File: src/rtl/logic_pulse_width_meter_if.sv
// Result port of the pulse-width meter: held width/overflow with a valid/ready handshake.
interface logic_pulse_width_meter_if #(
    parameter int CNT_W = 16
);
    logic [CNT_W-1:0] WIDTH;
    logic             OVF;
    logic             VALID;
    logic             READY;

    modport master (output WIDTH, output OVF, output VALID, input READY);
    modport slave  (input WIDTH, input OVF, input VALID, output READY);
endinterface

File: src/rtl/logic_pulse_width_meter.sv
// Synchronizes an asynchronous pin and measures each active pulse in CLK cycles,
// presenting completed widths on a valid/ready slot with glitch/drop strobes.
//
// state | meaning
// ARM   | waiting for the pin to be inactive before trusting edges; latches polarity
// IDLE  | armed, waiting for a leading edge
// MEAS  | pulse active, counting cycles
module logic_pulse_width_meter #(
    parameter int CNT_W  = 16,
    parameter int MIN_W  = 2,
    parameter int SYNC_N = 2
) (
    input  logic                             CLK,
    input  logic                             nRST,
    input  logic                             EN,
    input  logic                             POL,
    input  logic                             PIN,
    output logic                             GLITCH,
    output logic                             DROP,
    output logic                             BUSY,
    logic_pulse_width_meter_if.master        res
);

    localparam logic [1:0] ST_ARM  = 2'd0;
    localparam logic [1:0] ST_IDLE = 2'd1;
    localparam logic [1:0] ST_MEAS = 2'd2;

    localparam int             FILL_W     = $clog2(SYNC_N + 1);
    localparam logic [CNT_W-1:0] CNT_MAX    = '1;
    localparam logic [CNT_W-1:0] CNT_MAX_M1 = CNT_MAX - 1'b1;
    localparam logic [CNT_W-1:0] CNT_ONE    = CNT_W'(1);
    localparam logic [CNT_W-1:0] MIN_C      = CNT_W'(MIN_W);

    logic [SYNC_N-1:0] sync_q;
    logic [FILL_W-1:0] fill_q;
    logic [1:0]        state;
    logic              pol_r;
    logic [CNT_W-1:0]  cnt;
    logic              sat;
    logic              s;
    logic              s_act;
    logic              pulse_end;
    logic              complete;
    logic              short_end;

    assign s         = sync_q[SYNC_N-1];
    assign s_act     = (s == pol_r);
    assign pulse_end = (state == ST_MEAS) && EN && !s_act;
    assign complete  = pulse_end && (cnt >= MIN_C);
    assign short_end = pulse_end && (cnt < MIN_C);
    assign BUSY      = (state == ST_MEAS);

    always_ff @(posedge CLK or negedge nRST) begin
        if (!nRST) begin
            sync_q <= '0;
        end else begin
            sync_q <= {sync_q[SYNC_N-2:0], PIN};
        end
    end

    // The synchronizer's reset zeros are not a real pin level; ARM ignores S until it has refilled.
    always_ff @(posedge CLK or negedge nRST) begin
        if (!nRST) begin
            fill_q <= FILL_W'(SYNC_N);
        end else if (fill_q != '0) begin
            fill_q <= fill_q - 1'b1;
        end
    end

    always_ff @(posedge CLK or negedge nRST) begin
        if (!nRST) begin
            state <= ST_ARM;
            pol_r <= 1'b0;
            cnt   <= '0;
            sat   <= 1'b0;
        end else if (!EN) begin
            state <= ST_ARM;
            cnt   <= '0;
            sat   <= 1'b0;
        end else begin
            case (state)
                ST_ARM: begin
                    if ((fill_q == '0) && (s != POL)) begin
                        pol_r <= POL;
                        state <= ST_IDLE;
                    end
                end
                ST_IDLE: begin
                    if (s_act) begin
                        state <= ST_MEAS;
                        cnt   <= CNT_ONE;
                        sat   <= (CNT_ONE == CNT_MAX);
                    end
                end
                ST_MEAS: begin
                    if (s_act) begin
                        if (cnt != CNT_MAX) begin
                            cnt <= cnt + 1'b1;
                            if (cnt == CNT_MAX_M1) begin
                                sat <= 1'b1;
                            end
                        end
                    end else begin
                        state <= ST_IDLE;
                        cnt   <= '0;
                        sat   <= 1'b0;
                    end
                end
                default: state <= ST_ARM;
            endcase
        end
    end

    // A full slot can still take a new result when it is being handed off in the same cycle.
    always_ff @(posedge CLK or negedge nRST) begin
        if (!nRST) begin
            res.WIDTH <= '0;
            res.OVF   <= 1'b0;
            res.VALID <= 1'b0;
            GLITCH    <= 1'b0;
            DROP      <= 1'b0;
        end else begin
            GLITCH <= short_end;
            DROP   <= 1'b0;
            if (complete) begin
                if (!res.VALID || res.READY) begin
                    res.WIDTH <= cnt;
                    res.OVF   <= sat;
                    res.VALID <= 1'b1;
                end else begin
                    DROP <= 1'b1;
                end
            end else if (res.VALID && res.READY) begin
                res.VALID <= 1'b0;
            end
        end
    end

endmodule

File: src/flat_wrapper.sv
// flat-port wrapper written by rule: the top's interface ports become plain ports
module logic_pulse_width_meter_flat 
#(
    parameter int CNT_W  = 16,
    parameter int MIN_W  = 2,
    parameter int SYNC_N = 2
)
  (CLK, nRST, EN, POL, PIN, GLITCH, DROP, BUSY, res_WIDTH, res_OVF, res_VALID, res_READY);
  logic_pulse_width_meter_if #(.CNT_W(CNT_W)) res_i ();
  input  logic CLK;
  input  logic nRST;
  input  logic EN;
  input  logic POL;
  input  logic PIN;
  output logic GLITCH;
  output logic DROP;
  output logic BUSY;
  output wire logic [$bits(res_i.WIDTH)-1:0] res_WIDTH;
  output wire logic [$bits(res_i.OVF)-1:0] res_OVF;
  output wire logic [$bits(res_i.VALID)-1:0] res_VALID;
  input wire logic [$bits(res_i.READY)-1:0] res_READY;
  assign res_WIDTH = res_i.WIDTH;
  assign res_OVF = res_i.OVF;
  assign res_VALID = res_i.VALID;
  assign res_i.READY = res_READY;
  logic_pulse_width_meter #(.CNT_W(CNT_W), .MIN_W(MIN_W), .SYNC_N(SYNC_N)) u_core (.CLK(CLK), .nRST(nRST), .EN(EN), .POL(POL), .PIN(PIN), .GLITCH(GLITCH), .DROP(DROP), .BUSY(BUSY), .res(res_i));
endmodule
File: config.mk
export PLATFORM = sky130hd
export DESIGN_NAME = logic_pulse_width_meter_flat
export DESIGN_NICKNAME = d
export VERILOG_FILES = /design/src/rtl/logic_pulse_width_meter_if.sv /design/src/rtl/logic_pulse_width_meter.sv /design/src/flat_wrapper.sv
export SDC_FILE = /design/constraint.sdc
export NUM_CORES = 1
export LEC_CHECK = 0
export CORE_MARGIN = 2
export CORE_UTILIZATION = 37
export DETAILED_ROUTE_END_ITERATION = 10
export SYNTH_ARGS = -nofsm -noshare
export SYNTH_HDL_FRONTEND = slang
export SYNTH_SLANG_ARGS = --single-unit
File: constraint.sdc
create_clock -name CLK -period 6.5 [get_ports CLK]
set_clock_uncertainty 0.2 [all_clocks]
set_input_delay 1.625 -clock CLK [delete_from_list [all_inputs] [get_ports CLK]]
set_output_delay 1.625 -clock CLK [all_outputs]
set_load 0.03 [all_outputs]
==> results of run 1 <==
==> cell usage in the layout (no fill, tap or decap), types with 2 or more instances in the layout <==
master / count
nor3_1: 2
or4_1: 3
nand4_1: 7
nand2b_1: 4
dfrtp_1: 43
mux2_4: 10
nand3_1: 12
o31ai_1: 4
a31oi_1: 2
nor4_1: 6
o22ai_1: 2
nand2_1: 13
xnor2_1: 6
and3_1: 5
mux2_2: 8
or3_1: 3
clkdlybuf4s50_1: 25
nor2_1: 14
inv_1: 5
and2_1: 2
o21ai_0: 10
ha_1: 3
clkbuf_8: 7
a21oi_1: 4
==> synth_stat cells (2+ instances only) <==
cell type	instances	area (µm²)
ha_1	3	37.5
nor4_1	6	37.5
o22ai_1	2	12.5
dfrtp_1	43	1080
nand4_1	7	43.8
mux2_2	8	90.1
o21ai_0	10	50.1
a31oi_1	2	12.5
nor2_1	14	52.6
xnor2_1	6	52.6
nand3_1	12	60.1
a21oi_1	4	20.0
nand2_1	13	48.8
inv_1	5	18.8
nand2b_1	4	25.0
and2_1	2	12.5
nor3_1	2	10.0
or3_1	3	18.8
or4_1	3	22.5
mux2_4	10	150
and3_1	5	31.3
buf_2	3	15.0
o31ai_1	4	30.0
==> through the flow <==
| step | area, µm² | hold WS, ns | util | std cells | power (µW) |
|---|---|---|---|---|---|
| after floorplan | 2100 | 0.131 | - | 189 | 334 |
| after global placement | 2410 | 0.134 | 0.437 | 281 | 354 |
| after detailed placement | 2410 | 0.148 | 0.437 | 281 | 355 |
| after CTS | 2510 | 0.169 | 0.456 | 289 | 542 |
| after global routing | 2510 | 0.183 | 0.456 | 289 | 559 |
| final | 2510 | 0.163 | 0.456 | 289 | 532 |
==> path summary, 6_finish.rpt <==
check,from,to,slack (ns)
min in group asynchronous,nRST,u_core.res.WIDTH[7],1.27
min,u_core.sync_q[0],u_core.sync_q[1],0.16
min reg2reg,u_core.sync_q[0],u_core.sync_q[1],0.16
max,EN,u_core.res.WIDTH[9],2.75
max reg2reg,u_core.cnt[7],u_core.res.WIDTH[3],3.72
max in group asynchronous,nRST,u_core.cnt[8],4.24
==> layer usage <==
layer  global-route usage  up-vias
met2                0.227       31
met1                0.193      710
met3               0.0375        4
met4               0.0362        0
li1                     -      741
met5                    0        -
==> cell families (layout without fill, tap and decap cells) <==
family          count (synthesis)  count (layout)  synth area share
simple gates                   77              77             0.197
flops                          44              44             0.525
compound gates                 27              27            0.0804
mux                            18              18             0.114
buf+inv                        12              40            0.0292
xor+xnor                        8               8            0.0369
fa+ha+maj                       3               3            0.0179
==> worst register-to-register path, cell delays in order, from the launching register on <==
cell and delay, ns:
dfrtp_1 0.43, nor4_1 0.34, nand4_1 0.18, o21bai_1 0.25
nand2b_1 0.83, mux2_2 0.43
==> power by group <==
part | internal, µW | leakage, µW | switching, µW
registers | 280 | 0.000601 | 9.81
logic | 21.6 | 0.000485 | 36.8
clock network | 97.0 | 0.0000515 | 86.9
total | 399 | 0.00114 | 133
==> state kept, by name (all words and copies together), names as in the netlist <==
register          flops
u_core.DROP           1
u_core.fill_q         2
u_core.res.VALID      1
u_core.pol_r          1
u_core.sat            1
u_core.state          2
u_core.GLITCH         1
u_core.res.OVF        1
u_core.cnt           16
u_core.res.WIDTH     16
u_core.sync_q         2
==> final cells by class <==
cell class                 instances  area share
clock buffer                       8      0.0399
sequential                        44       0.439
timing repair buffer              26       0.102
multi-input combinational        133       0.374
tap                               72      0.0359
inverter                           6     0.00948
==> out/qor.txt, run 1 <==
Power per cell area = 212 nW/µm²
Buffer count from post-CTS setup fixing = 0
Syn avg cell area = 11.1 µm²
Crit. End Element = flop
Unique cell type count in the Yosys netlist = 41
Netlist Area Pre-Place = 2100 µm²
CTS sink cnt = 44
Worst Tran Pin Value = 1.05 ns
Avg WL per Cell = 13.6 µm
Hold depth = 0
Post-Synthesis Cells = 189
First-pass GRT wire length = 6.98 mm
Total Nets Final = 225
Area delta synth->final = 19.4%
Setup slack after placement = 2.38 ns
Peak supply drop = 0.140 mV
I/O pins = 27
CTS tree = built
Layout cells sized above 1 = 0.143
Max Clk Rate = 267 MHz
Crit start category = primary input
Asr flop ratio synth = 1.00
Critical Path Slowest Stage Cell = nand2b_1
Multi-input gate area = 937 µm²
Initial core utilization = 0.382
Root Driver = clkbuf_8
Synth Flop Type = dfrtp_1
Worst-path clk slew = 0.07 ns
RSZ-0062 raised after global routing = no
Clock buffer depth = 2
Post-cts gate resize count = 0
Worst Path Buf+Inv = 1
DPL Wire Length = 2.74 mm
# fillers = 535
Syn Nets = 198
Max Cap Viol = 0
Number of global-route vias before repair = 1463
CP max stage delay = 0.63 ns
Vias = 1486
GR Overflow Total = 0
Critical-path maximum fanout = 17
Period utilization = 0.577
Routed vias/inst = 5.14
Initial drt markers = 109
DR top layer = met4
LEAKAGE = 0.00114 µW
CP top delay family = simple AND/OR/NAND/NOR gates
CTS Buf Count = 5
Max-slew violations = 0
Post-route ant nets = 0
Met2 WL = 1.81 mm
Reg2Reg Depth = 5
Fin crit period = 3.75 ns
Crit path depth = 5
Skew-Pair Late Insertion Delay = 0.29 ns
Row count = 27
Drc violations = 0
Antenna violations before repair = 0
Total negative slack = 0 ns
Inserted Diodes = 0
CP arrival = 3.73 ns
Worst rel slew slack = 0.303
Critical path class = primary input to flop
Register area share after synthesis = 0.525
PnR worst setup slack = 2.75 ns
Reg area = 1100 µm²
Port Buffers = 26
Critical path required time = 6.47 ns
Post-CTS Hold Buffers = 0
Die Y = 79.4 µm
GPL Wtd Cong = 0.801
Largest net degree at the start of global routing = 45
WL final = 3.94 mm
Initial DRT Pass Iterations = 4
GRT Util Overall = 0.142
Yosys warning total = 0
Met3 WL post-DR = 161 µm
DRT met1 WL = 1.92 mm
Final setup vio count = 0
Die width = 79.4 µm
CP Cell Sequence = clkdlybuf4s50_1 > nand3_1 > o21bai_1 > nand2b_1 > mux2_4
Core Region = 5510 µm²
Die area = 6300 µm²
Status = complete, no violations
Post-synth EDFFs = 0
Post-synthesis register bit count = 44
Final Hold Viols = 0
Htree depth = 2
Min-delay worst type = flop to flop
Note: power is estimated with default switching activity, not from simulation.
==> run 2, diff against run 1 <==
==> constraint.sdc (replaced) <==
create_clock -name CLK -period 3.19 [get_ports CLK]
set_clock_uncertainty 0.2 [all_clocks]
set_input_delay 0.7975 -clock CLK [delete_from_list [all_inputs] [get_ports CLK]]
set_output_delay 0.7975 -clock CLK [all_outputs]
set_load 0.03 [all_outputs]
==> run 2 against run 1 <==
Compared with the run above:
- cell area is 0.80% higher
- sequential share of layout area down 0.35 points
- non-clock buffer count is 4 higher
- register-to-register slack lost 2.9 ns
- core utilization grew 0.36 points
- power up 100%
==> out/qor.txt, run 2 (synthesis gave the netlist of run 1 again) <==
Critical-path maximum fanout = 5
Die area = 6300 µm²
Port Buffers = 26
Final Hold Viols = 0
Antenna violations before repair = 0
Initial drt markers = 106
WL final = 4.00 mm
Clock buffer depth = 2
Die width = 79.4 µm
Total negative slack = 0 ns
CTS tree = built
Worst Path Buf+Inv = 2
Post-CTS Hold Buffers = 0
DRT met1 WL = 1.91 mm
Minimum setup slack among reg-to-reg paths = 0.83 ns
Crit. End Element = output pin
Layout cells sized above 1 = 0.154
Post-cts gate resize count = 0
Row count = 27
Final setup vio count = 0
# fillers = 517
Drc violations = 0
Largest regs = u_core.cnt: 16 flops, u_core.res.WIDTH: 16 flops
Vias = 1523
Max Cap Viol = 0
Number of global-route vias before repair = 1496
CTS sink cnt = 44
Setup slack after placement = 0.275 ns
Power per cell area = 420 nW/µm²
Met3 WL post-DR = 202 µm
Avg WL per Cell = 13.6 µm
Routed vias/inst = 5.20
Reg area = 1100 µm²
Area delta synth->final = 20.4%
CP top delay family = buffers and inverters
First-pass GRT wire length = 7.02 mm
Min-delay worst type = flop to flop
Max-slew violations = 0
CP arrival = 1.76 ns
DPL Wire Length = 2.74 mm
RSZ-0062 raised after global routing = no
CTS Buf Count = 5
Initial DRT Pass Iterations = 4
Met2 WL = 1.87 mm
Multi-input gate area = 937 µm²
I/O pins = 27
Post-route ant nets = 0
GPL Wtd Cong = 0.862
Initial core utilization = 0.382
Fin crit period = 2.76 ns
Most common cell after layout, fill and taps aside = dfrtp_1
Status = complete, no violations
Total Nets Final = 229
Critical Path Slowest Stage Cell = clkdlybuf4s50_1
PnR worst setup slack = 0.428 ns
Root Driver = clkbuf_8
Largest net degree at the start of global routing = 45
Buffer count from post-CTS setup fixing = 0
Skew-Pair Late Insertion Delay = 0.29 ns
Die Y = 79.4 µm
Core Region = 5510 µm²
Max Clk Rate = 362 MHz
Period utilization = 0.866
Crit start category = flop
DR top layer = met4
GRT Util Overall = 0.142
Critical path required time = 2.19 ns
Worst rel slew slack = 0.359
Htree depth = 2
GR Overflow Total = 0
Peak supply drop = 0.285 mV
Worst Tran Pin Value = 0.962 ns
LEAKAGE = 0.00115 µW
Commonest non-fill, non-tap cells in the layout = dfrtp_1 (43), clkdlybuf4s50_1 (25), nor2_1 (14)
Inserted Diodes = 0
Critical path class = flop to output pin
CP max stage delay = 0.66 ns
Worst-path clk slew = 0.07 ns
CP Cell Sequence = or2b_1 > clkinv_2 > clkdlybuf4s50_1
run 2: cell count changes in the layout (fill, tap and decap cells not counted), sizes merged:
cell,before,now
buf,1,5
run 2: per-layer routing:
| layer | global-route usage | up-vias |
|---|---|---|
| met3 | 0.0341 | 2 |
| met4 | 0.0466 | 0 |
| met5 | 0 | - |
| li1 | - | 752 |
| met2 | 0.220 | 42 |
| met1 | 0.195 | 727 |
run 2: area by class of cell:
cell class,instances,share of cell area
clock buffers,8,0.0356
multi-input cells,133,0.371
inverters,6,0.00940
repair buffers,30,0.113
flip-flops and latches,44,0.436
well taps,72,0.0356
run 2: worst paths after layout:
check                           cells after the start                   to             start
worst max-delay path                                3                 BUSY   u_core.state[0]
worst min-delay path                                0     u_core.sync_q[1]  u_core.sync_q[0]
worst max register to register                      6  u_core.res.WIDTH[3]     u_core.cnt[7]
worst min register to register                      0     u_core.sync_q[1]  u_core.sync_q[0]
max in group asynchronous                           2     u_core.fill_q[1]              nRST
min in group asynchronous                           1  u_core.res.WIDTH[7]              nRST
run 2: power by group:
group / switching [µW] / internal (µW) / leakage, µW
Sequential: 19.2 / 571 / 0.000601
Combinational: 75.0 / 45.5 / 0.000504
Clock: 175 / 177 / 0.0000455
run 2: through the flow:
| step | area [µm²] | util | instances | hold WS (ns) | power [µW] |
|---|---|---|---|---|---|
| after floorplan | 2100 | - | 189 | 0.131 | 681 |
| after global placement | 2440 | 0.443 | 285 | 0.133 | 723 |
| after detailed placement | 2440 | 0.443 | 285 | 0.144 | 723 |
| after CTS | 2530 | 0.459 | 293 | 0.162 | 1080 |
| after global routing | 2530 | 0.459 | 293 | 0.167 | 1120 |
| final | 2530 | 0.459 | 293 | 0.157 | 1060 |
==> run 3, diff against run 2 <==
--- a/config.mk
+++ b/config.mk
@@ -7,6 +7,7 @@
 export LEC_CHECK = 0
 export CORE_MARGIN = 2
 export CORE_UTILIZATION = 37
+export CTS_CLUSTER_SIZE = 16
 export DETAILED_ROUTE_END_ITERATION = 10
 export SYNTH_ARGS = -nofsm -noshare
 export SYNTH_HDL_FRONTEND = slang
==> results of run 3 <==
The final DEF is identical to that of run 2; final timing and power are the same.
